`src/rtl/positron_argmax_pkg.sv`:
```
// Shared posit helpers and the FSM state type for the output-layer argmax stage.
package positron_argmax_pkg;

  typedef enum logic [1:0] {
    IDLE,
    ACCUM,
    HOLD
  } argmax_state_t;

  // NaR code for a posit of width w, right-aligned in 64 bits.
  function automatic logic [63:0] posit_nar(input int unsigned w);
    return 64'd1 << (w - 1);
  endfunction

  // p is a right-aligned, zero-extended posit of width w.
  function automatic logic posit_is_nar(input logic [63:0] p, input int unsigned w);
    return (p << (64 - w)) == 64'h8000_0000_0000_0000;
  endfunction

endpackage

```
`src/rtl/positron_argmax_cmp_gt.sv`:
```
// Signed greater-than over posit words; two's-complement order equals posit order.
module positron_argmax_cmp_gt #(
  parameter int unsigned POSIT_WIDTH = 16
) (
  input  logic [POSIT_WIDTH-1:0] a_i,
  input  logic [POSIT_WIDTH-1:0] b_i,
  output logic                   gt_o
);

  assign gt_o = $signed(a_i) > $signed(b_i);

endmodule

```
`src/rtl/positron_argmax.sv`:
```
// Argmax over a framed stream of posit activations; one result beat per frame.
module positron_argmax
  import positron_argmax_pkg::*;
#(
  parameter int unsigned POSIT_WIDTH = 16,
  parameter int unsigned POSIT_ES    = 0,
  parameter int unsigned NB_CLASSES  = 10,
  localparam int unsigned IDX_WIDTH  = (NB_CLASSES > 1) ? $clog2(NB_CLASSES) : 1
) (
  input  logic                   clk,
  input  logic                   rst,
  output logic                   rtr_o,
  input  logic                   rts_i,
  input  logic                   sow_i,
  input  logic                   eow_i,
  input  logic [POSIT_WIDTH-1:0] posit_i,
  input  logic                   rtr_i,
  output logic                   rts_o,
  output logic                   sow_o,
  output logic                   eow_o,
  output logic [POSIT_WIDTH-1:0] posit_o,
  output logic [IDX_WIDTH-1:0]   class_o,
  output logic                   err_o,
  output logic                   nar_o
);

  localparam int unsigned CNT_WIDTH = $clog2(NB_CLASSES + 1);
  localparam logic [CNT_WIDTH-1:0] CNT_FULL = CNT_WIDTH'(NB_CLASSES);
  localparam logic [CNT_WIDTH-1:0] CNT_ONE  = CNT_WIDTH'(1);

  if (NB_CLASSES < 1) begin : g_bad_nb
    $error("NB_CLASSES must be at least 1");
  end
  if (POSIT_ES >= POSIT_WIDTH) begin : g_bad_es
    $error("POSIT_ES must be smaller than POSIT_WIDTH");
  end

  argmax_state_t          state_q, state_d;
  logic [POSIT_WIDTH-1:0] best_q, best_d;
  logic [IDX_WIDTH-1:0]   idx_q, idx_d;
  logic [CNT_WIDTH-1:0]   cnt_q, cnt_d, cnt_after;
  logic                   err_q, err_d;
  logic                   nar_q, nar_d;
  logic                   beat, beat_nar, beat_gt;

  positron_argmax_cmp_gt #(
    .POSIT_WIDTH(POSIT_WIDTH)
  ) u_cmp_gt (
    .a_i (posit_i),
    .b_i (best_q),
    .gt_o(beat_gt)
  );

  assign beat     = rts_i & rtr_o;
  assign beat_nar = posit_is_nar(64'(posit_i), POSIT_WIDTH);

  always_ff @(posedge clk or posedge rst) begin
    if (rst) begin
      state_q <= IDLE;
      best_q  <= '0;
      idx_q   <= '0;
      cnt_q   <= '0;
      err_q   <= 1'b0;
      nar_q   <= 1'b0;
    end else begin
      state_q <= state_d;
      best_q  <= best_d;
      idx_q   <= idx_d;
      cnt_q   <= cnt_d;
      err_q   <= err_d;
      nar_q   <= nar_d;
    end
  end

  always_comb begin
    state_d   = state_q;
    best_d    = best_q;
    idx_d     = idx_q;
    cnt_d     = cnt_q;
    err_d     = err_q;
    nar_d     = nar_q;
    cnt_after = cnt_q;
    unique case (state_q)
      IDLE, ACCUM: begin
        if (beat && sow_i) begin
          // A sow beat always restarts the frame, discarding any partial one.
          best_d  = posit_i;
          idx_d   = '0;
          cnt_d   = CNT_ONE;
          nar_d   = beat_nar;
          err_d   = eow_i && (NB_CLASSES != 1);
          state_d = eow_i ? HOLD : ACCUM;
        end else if (beat && (state_q == ACCUM)) begin
          if (cnt_q < CNT_FULL) begin
            if (beat_gt) begin
              best_d = posit_i;
              idx_d  = IDX_WIDTH'(cnt_q);
            end
            cnt_after = cnt_q + CNT_ONE;
          end else begin
            err_d = 1'b1;
          end
          cnt_d = cnt_after;
          nar_d = nar_q | beat_nar;
          if (eow_i) begin
            if (cnt_after != CNT_FULL) begin
              err_d = 1'b1;
            end
            state_d = HOLD;
          end
        end
      end
      HOLD: begin
        if (rtr_i) begin
          state_d = IDLE;
        end
      end
      default: state_d = IDLE;
    endcase
  end

  always_comb begin
    rtr_o = 1'b0;
    rts_o = 1'b0;
    unique case (state_q)
      IDLE, ACCUM: rtr_o = ~rst;
      HOLD:        rts_o = 1'b1;
      default:     rtr_o = 1'b0;
    endcase
    sow_o   = rts_o;
    eow_o   = rts_o;
    posit_o = best_q;
    class_o = idx_q;
    err_o   = err_q;
    nar_o   = nar_q;
  end

endmodule

```
`config.mk`:
```
export PLATFORM = sky130hd
export DESIGN_NAME = positron_argmax
export DESIGN_NICKNAME = d
export VERILOG_FILES = /design/src/rtl/positron_argmax_pkg.sv /design/src/rtl/positron_argmax_cmp_gt.sv /design/src/rtl/positron_argmax.sv
export SDC_FILE = /design/constraint.sdc
export NUM_CORES = 1
export LEC_CHECK = 0
export CORE_AREA = 2 2 77 57
export DETAILED_ROUTE_END_ITERATION = 10
export DIE_AREA = 0 0 79 59
export PLACE_DENSITY = 0.76
export SYNTH_ARGS = -nofsm -noshare
export SYNTH_HDL_FRONTEND = slang
export SYNTH_HIERARCHICAL = 1
export SYNTH_SLANG_ARGS = --single-unit
export TNS_END_PERCENT = 20
```
`constraint.sdc`:
```
create_clock -name clk -period 3.46 [get_ports clk]
set_clock_uncertainty 0.15 [all_clocks]
set_input_delay 0.865 -clock clk [delete_from_list [all_inputs] [get_ports clk]]
set_output_delay 0.865 -clock clk [all_outputs]
set_load 0.1 [all_outputs]
```
-- Word-level counts from Yosys, hierarchy flattened
Index checks and enable logic that the tools add are counted.
- register bits: 28
- input port bits: 22
- output and inout bits: 26
- word-level logic and storage cells: 58
- add/sub/neg operators: 1
- magnitude comparators: 2
- equality and inequality tests: 7
- muxes and demuxes: 29
- bitwise logic cells: 3
- reductions and logical operators: 10
- operators by type and width (operator ; count):
    $mux W16 ; 4
    $mux W4 ; 10
    $eq A16 B16 Y1 const B ; 1
    $gt A16 B16 Y1 ; 1
    $mux W2 ; 5
    $mux W1 ; 9
    $ne A3 B3 Y1 const B ; 2
    $reduce_bool A2 Y1 ; 3
    $add A4 B1 Y4 const B ; 1
    $lt A4 B4 Y1 const B ; 1
    $ne A4 B4 Y1 const B ; 1
    $pmux W2 S2 ; 1
    $reduce_and A4 Y1 ; 1
    $reduce_and A3 Y1 ; 1
    $eq A2 B1 Y1 const B ; 1
    $eq A2 B2 Y1 const B ; 1
    $logic_and A1 B1 Y1 ; 2
    $logic_not A2 Y1 ; 1
    $ne A2 B2 Y1 const B ; 1
    $reduce_and A2 Y1 ; 1
    $reduce_or A2 Y1 ; 1
    $and A1 B1 Y1 ; 1
    $not A1 Y1 ; 1
    $or A1 B1 Y1 ; 1

-- Logic depth before layout (Yosys ltp)
- depth after elaboration: 13
- depth in mapped cells: 10
- mapped depth without buffers: 9

-- Cells and area by module
The synthesis kept the hierarchy.
- by module, submodules not included (module ; times used ; cells an instance ; area each (µm²) ; seq. area each (µm²)):
    positron_argmax ; 1 ; 118 ; 1388.8 ; 700.7
    positron_argmax_cmp_gt ; 1 ; 58 ; 416.6 ; 0.0

-- Worst setup path before layout
No wires, ideal clock.
- path type: reg-to-output
- start: register state_q[0]
- end: output port rts_o
- arrival: 2552 ps
- required time: 2445 ps
- setup slack: -107 ps
- stages on the path, launching flop included: 4
- buffers on the path: 2
- cell sequence: dfrtp_1 > clkbuf_1 > nor2b_1 > buf_4
- longest elaborated chain between the ends: 2
- ends and longest elaborated chain (what ; line ; text):
    from (decl) ; positron_argmax.sv:38 ; argmax_state_t state_q, state_d;
    from (signal assigned) ; positron_argmax.sv:66 ; state_q <= state_d;
    $eq A2 B2 Y1 ; positron_argmax.sv:125 ; unique case (state_q)
    $mux W1 ; positron_argmax.sv:125 ;
    to (decl) ; positron_argmax.sv:18 ; output logic rts_o,
No other way between the ends.

-- Worst setup path after layout
- start: input port posit_i[13]
- end: register best_q[5], in the netlist posit_o[5]
- longest elaborated chain between the ends: 3
- ends and longest elaborated chain (what ; line ; text):
    from (decl) ; positron_argmax.sv:16 ; input logic [POSIT_WIDTH-1:0] posit_i,
    $gt A16 B16 Y1 ; positron_argmax_cmp_gt.sv:10 ; assign gt_o = $signed(a_i) > $signed(b_i);
    via beat_gt ; positron_argmax.sv:44 ; logic beat, beat_nar, beat_gt;
    $reduce_bool A2 Y1 (no line) ; -- ;
    $reduce_and A4 Y1 (no line) ; -- ;
    to (signal assigned) ; positron_argmax.sv:67 ; best_q <= best_d;
    to (decl) ; positron_argmax.sv:39 ; logic [POSIT_WIDTH-1:0] best_q, best_d;
The timed path passes the listed nets, and every way through them passes these cells.
A chain may end at the register's enable or synchronous reset.

==> run_summary.xml <==
<?xml version="1.0" encoding="UTF-8"?>
<metrics>
  <group name="timing">
    <metric name="hold_viol" unit="">0</metric>
    <metric name="unrepaired_setup_endpoints_after_global_routing" unit="">false</metric>
    <metric name="max_slew_margin_vs_limit" unit="">0.6877</metric>
    <metric name="setup_viol_count_final" unit="">0</metric>
    <metric name="final.period_utilization" unit="">0.9585</metric>
    <metric name="worst-slew-pin-transition" unit="ns">0.4684</metric>
    <metric name="timing.fmax" unit="GHz">0.3015</metric>
    <metric name="maxSlewViolCount" unit="">0</metric>
    <metric name="period_minus_slack" unit="ns">3.316</metric>
    <metric name="final_setup_tns" unit="ns">0</metric>
  </group>
  <group name="grt">
    <metric name="global_route_met1_utilization" unit="">0.2923</metric>
    <metric name="grt_util_all_layers" unit="">0.1979</metric>
    <metric name="grt_use_met2" unit="">0.3160</metric>
    <metric name="grt_pass1_wl" unit="um">7231</metric>
    <metric name="maximum_number_of_pins_on_one_net_before_global_route_repair" unit="">22</metric>
    <metric name="initial_antenna_violation_count" unit="">0</metric>
    <metric name="grt.met3_usage" unit="">0.03811</metric>
    <metric name="grt.overflow.total" unit="">0</metric>
    <metric name="number_of_global_route_vias_before_repair" unit="">1524</metric>
    <metric name="globalRoute.busiestLayer" unit="">met2</metric>
  </group>
  <group name="run">
    <metric name="max_cap_viol_count" unit="">0</metric>
  </group>
  <group name="route">
    <metric name="dr_total_vias" unit="">1519</metric>
    <metric name="dr.pass1.iters" unit="">4</metric>
    <metric name="via_per_inst" unit="">5.238</metric>
    <metric name="postRouteWirelength" unit="um">4251</metric>
    <metric name="wl_per_cell" unit="um">14.66</metric>
    <metric name="drt_iter0_markers" unit="">91</metric>
    <metric name="ant_nets" unit="">0</metric>
    <metric name="drc" unit="">0</metric>
  </group>
  <group name="worst_setup_path">
    <metric name="cp_data_arrival_time" unit="ns">3.33</metric>
    <metric name="timing.critical_path.cells" unit="">clkdlybuf4s50_1, ha_1, nand4_2, or4_1, o21ai_0, a31oi_2, a31oi_4, nor2_4, buf_12, mux2_4</metric>
    <metric name="ff2ff_setup_slack" unit="ns">0.78</metric>
    <metric name="critical_path_class" unit="">input pin to register</metric>
    <metric name="worst_setup_end_kind" unit="">register</metric>
    <metric name="r2r_cells" unit="">10</metric>
    <metric name="regToRegEndpoint" unit="">posit_o[5]</metric>
    <metric name="timing.critical_path.from_type" unit="">input pin</metric>
    <metric name="crit_required" unit="ns">3.47</metric>
    <metric name="cp_slowest_cell" unit="">or4_1</metric>
    <metric name="cp_slowest_stage_delay" unit="ns">0.54</metric>
    <metric name="timing.critical_path.fanout_max" unit="">14</metric>
    <metric name="r2r_start" unit="">posit_o[13]</metric>
  </group>
  <group name="finish">
    <metric name="drive_gt1_frac" unit="">0.3067</metric>
    <metric name="nNetsFinal" unit="">278</metric>
    <metric name="antenna-diode-count" unit="">0</metric>
    <metric name="fin_area" unit="um^2">2444</metric>
    <metric name="mostFrequentLayoutCell" unit="">buf_4</metric>
    <metric name="stdcell_count" unit="">290</metric>
    <metric name="layout_common_cells" unit="">buf_4, dfrtp_1, inv_1, clkdlybuf4s50_1, ha_1</metric>
    <metric name="fillers" unit="">328</metric>
    <metric name="syn2layout_area_growth" unit="%">35.34</metric>
  </group>
  <group name="power">
    <metric name="pwr-share-clk" unit="">0.101</metric>
    <metric name="p_leak" unit="nW">1.174</metric>
    <metric name="power_density" unit="nW/um^2">806.1</metric>
    <metric name="max-vdd-ir-drop" unit="mV">0.4799</metric>
    <metric name="switching_share" unit="">0.5452</metric>
    <metric name="total_switching_power" unit="mW">1.074</metric>
    <metric name="internal-power" unit="mW">0.8958</metric>
    <metric name="p_seq_frac" unit="">0.277</metric>
    <metric name="power.share.combinational" unit="">0.623</metric>
  </group>
  <group name="clock_tree">
    <metric name="clockBufferDepth" unit="">2</metric>
    <metric name="clk-insertion-delay-late" unit="ns">0.27</metric>
    <metric name="clkSinkCount" unit="">28</metric>
    <metric name="htree_levels" unit="">1</metric>
    <metric name="clk_pin_slew" unit="ns">0.09</metric>
    <metric name="cts.root.buffer_cell" unit="">clkbuf_8</metric>
    <metric name="cts_hold_repair.buffers" unit="">0</metric>
    <metric name="cts_buffers" unit="">3</metric>
    <metric name="tritoncts" unit="">built</metric>
  </group>
  <group name="placed_design">
    <metric name="gpl.final_weighted_congestion" unit="">0.7901</metric>
    <metric name="hpwl" unit="um">3346</metric>
    <metric name="dpl_cell_area" unit="um^2">2382</metric>
    <metric name="place_inst" unit="">286</metric>
    <metric name="input_output_buffers" unit="">47</metric>
  </group>
  <group name="synth">
    <metric name="yosys_warnings" unit="">6</metric>
    <metric name="synthFlopType" unit="">dfrtp_1</metric>
    <metric name="syn-num-nets" unit="">215</metric>
    <metric name="ys_async_sr_fraction" unit="">1.000</metric>
    <metric name="gate_count_post_synth" unit="">176</metric>
    <metric name="netlist_area" unit="um^2">1805</metric>
    <metric name="ys_seq_area_frac" unit="">0.3881</metric>
    <metric name="postSynthRegisterBits" unit="">28</metric>
    <metric name="ys_types" unit="">47</metric>
    <metric name="synth-edff-count" unit="">0</metric>
    <metric name="post_synthesis_mean_instance_area" unit="um^2">10.26</metric>
  </group>
  <group name="floorplanning">
    <metric name="fp-row-count" unit="">19</metric>
    <metric name="start_util" unit="">0.4688</metric>
    <metric name="design.core.area" unit="um^2">3851</metric>
    <metric name="dieArea" unit="um^2">4661</metric>
    <metric name="die-width" unit="um">79</metric>
    <metric name="boundaryPins" unit="">48</metric>
    <metric name="die_height" unit="um">59</metric>
  </group>
  <group name="hold_path">
    <metric name="timing.hold.worst.start" unit="">class_o[3]</metric>
    <metric name="min-delay-path-class" unit="">register to register</metric>
    <metric name="timing.hold.worst_path_depth" unit="">2</metric>
    <metric name="worstHoldEndpoint" unit="">class_o[3]</metric>
  </group>
  <group name="status">
    <metric name="status" unit="">finished clean</metric>
  </group>
</metrics>
## worst max-delay path, delay by kind of cell
family,cells,cell delay (ns)
AO/OA/AOI/OAI,3,0.42
buffers and inverters,2,0.63
adder cells (fa/ha/maj),1,0.35
AND/OR/NAND/NOR,3,0.74
multiplexers,1,0.30
## power groups by stage
| stage | logic, mW | clock network (mW) | registers (mW) |
|---|---|---|---|
| 3_3_place_gp | 1.20 | 0 | 0.544 |
| 5_1_grt | 1.30 | 0.214 | 0.563 |
| 6_report | 1.23 | 0.198 | 0.545 |
| 3_5_place_dp | 1.22 | 0 | 0.549 |
| 2_1_floorplan | 0.425 | 0 | 1.06 |
| 4_1_cts | 1.22 | 0.206 | 0.545 |
## logic make-up (layout without fill, tap and decap cells)
group                    count (synthesis)  in the layout  synth area share
AO/OA/AOI/OAI                           37             37            0.1414
AND/OR/NAND/NOR                         49             49            0.1532
buffers and inverters                   29             91           0.07900
adder cells (fa/ha/maj)                 17             17            0.1178
flip-flops                              28             28            0.3881
multiplexers                            16             16            0.1206
## synth_stat cells (all sizes together), types with 2 or more instances
library cell / n / area share
dfrtp: 28 / 0.39
inv: 21 / 0.044
ha: 17 / 0.12
mux2: 16 / 0.12
nand2: 15 / 0.031
a21oi: 13 / 0.036
nor2: 8 / 0.021
buf: 6 / 0.031
nand4: 6 / 0.024
nand3: 5 / 0.014
o21ai: 5 / 0.016
a31oi: 4 / 0.022
nor4: 3 / 0.010
and3: 2 / 0.0076
clkbuf: 2 / 0.0042
nor2b: 2 / 0.0069
nor3b: 2 / 0.015
o21a: 2 / 0.0083
o22ai: 2 / 0.0069
## repair_timing
action | 4_1_cts | 5_1_grt
buffers inserted | 0 | 0
gates resized for setup | 0 | 1
setup endpoints to repair | 0 | 1
## registers in the layout, summed over array words and instances (netlist names)
signal and cells:
posit_o 16, class_o 4, cnt_q 4, state_q 2
err_o 1, nar_o 1
## worst max path at each step
stage	from	cells after the start	endpoint	slack, ns
final	posit_i[13]	10	posit_o[5]	0.14
after global routing	posit_i[6]	9	posit_o[15]	0.04
after CTS	posit_i[6]	9	posit_o[15]	0.13
after detailed placement	posit_i[1]	10	posit_o[15]	-0.15
after global placement	posit_i[1]	10	posit_o[11]	-0.06
after floorplan	rst	5	posit_o[0]	-0.09
## final cells by class
| type | instances | area [um^2] | share of cell area |
|---|---|---|---|
| clock buffers | 4 | 55.05 | 0.02253 |
| multi-input cells | 119 | 970.9 | 0.3973 |
| flip-flops and latches | 28 | 700.7 | 0.2867 |
| well taps | 52 | 65.06 | 0.02663 |
| inverters | 21 | 78.83 | 0.03226 |
| repair buffers | 66 | 573.1 | 0.2345 |
## layer usage
layer	up-vias	part of all wire
li1	751	-
met1	708	0.48
met2	55	0.46
met3	5	0.062
met4	0	0.0042
met5	-	0
## through the flow
| step | power [mW] | hold WS, ns | utilization | setup WS (ns) |
|---|---|---|---|---|
| 6_report | 1.970 | 0.3849 | 0.6345 | 0.1435 |
| 5_1_grt | 2.075 | 0.4131 | 0.6345 | 0.04113 |
| 4_1_cts | 1.974 | 0.3825 | 0.6329 | 0.1350 |
| 3_5_place_dp | 1.770 | 0.3698 | 0.6186 | -0.1515 |
| 3_3_place_gp | 1.741 | 0.3660 | 0.6186 | -0.06184 |
| 2_1_floorplan | 1.486 | 0.3516 | - | -0.08511 |
No activity file was read; power rests on OpenSTA's default activity.
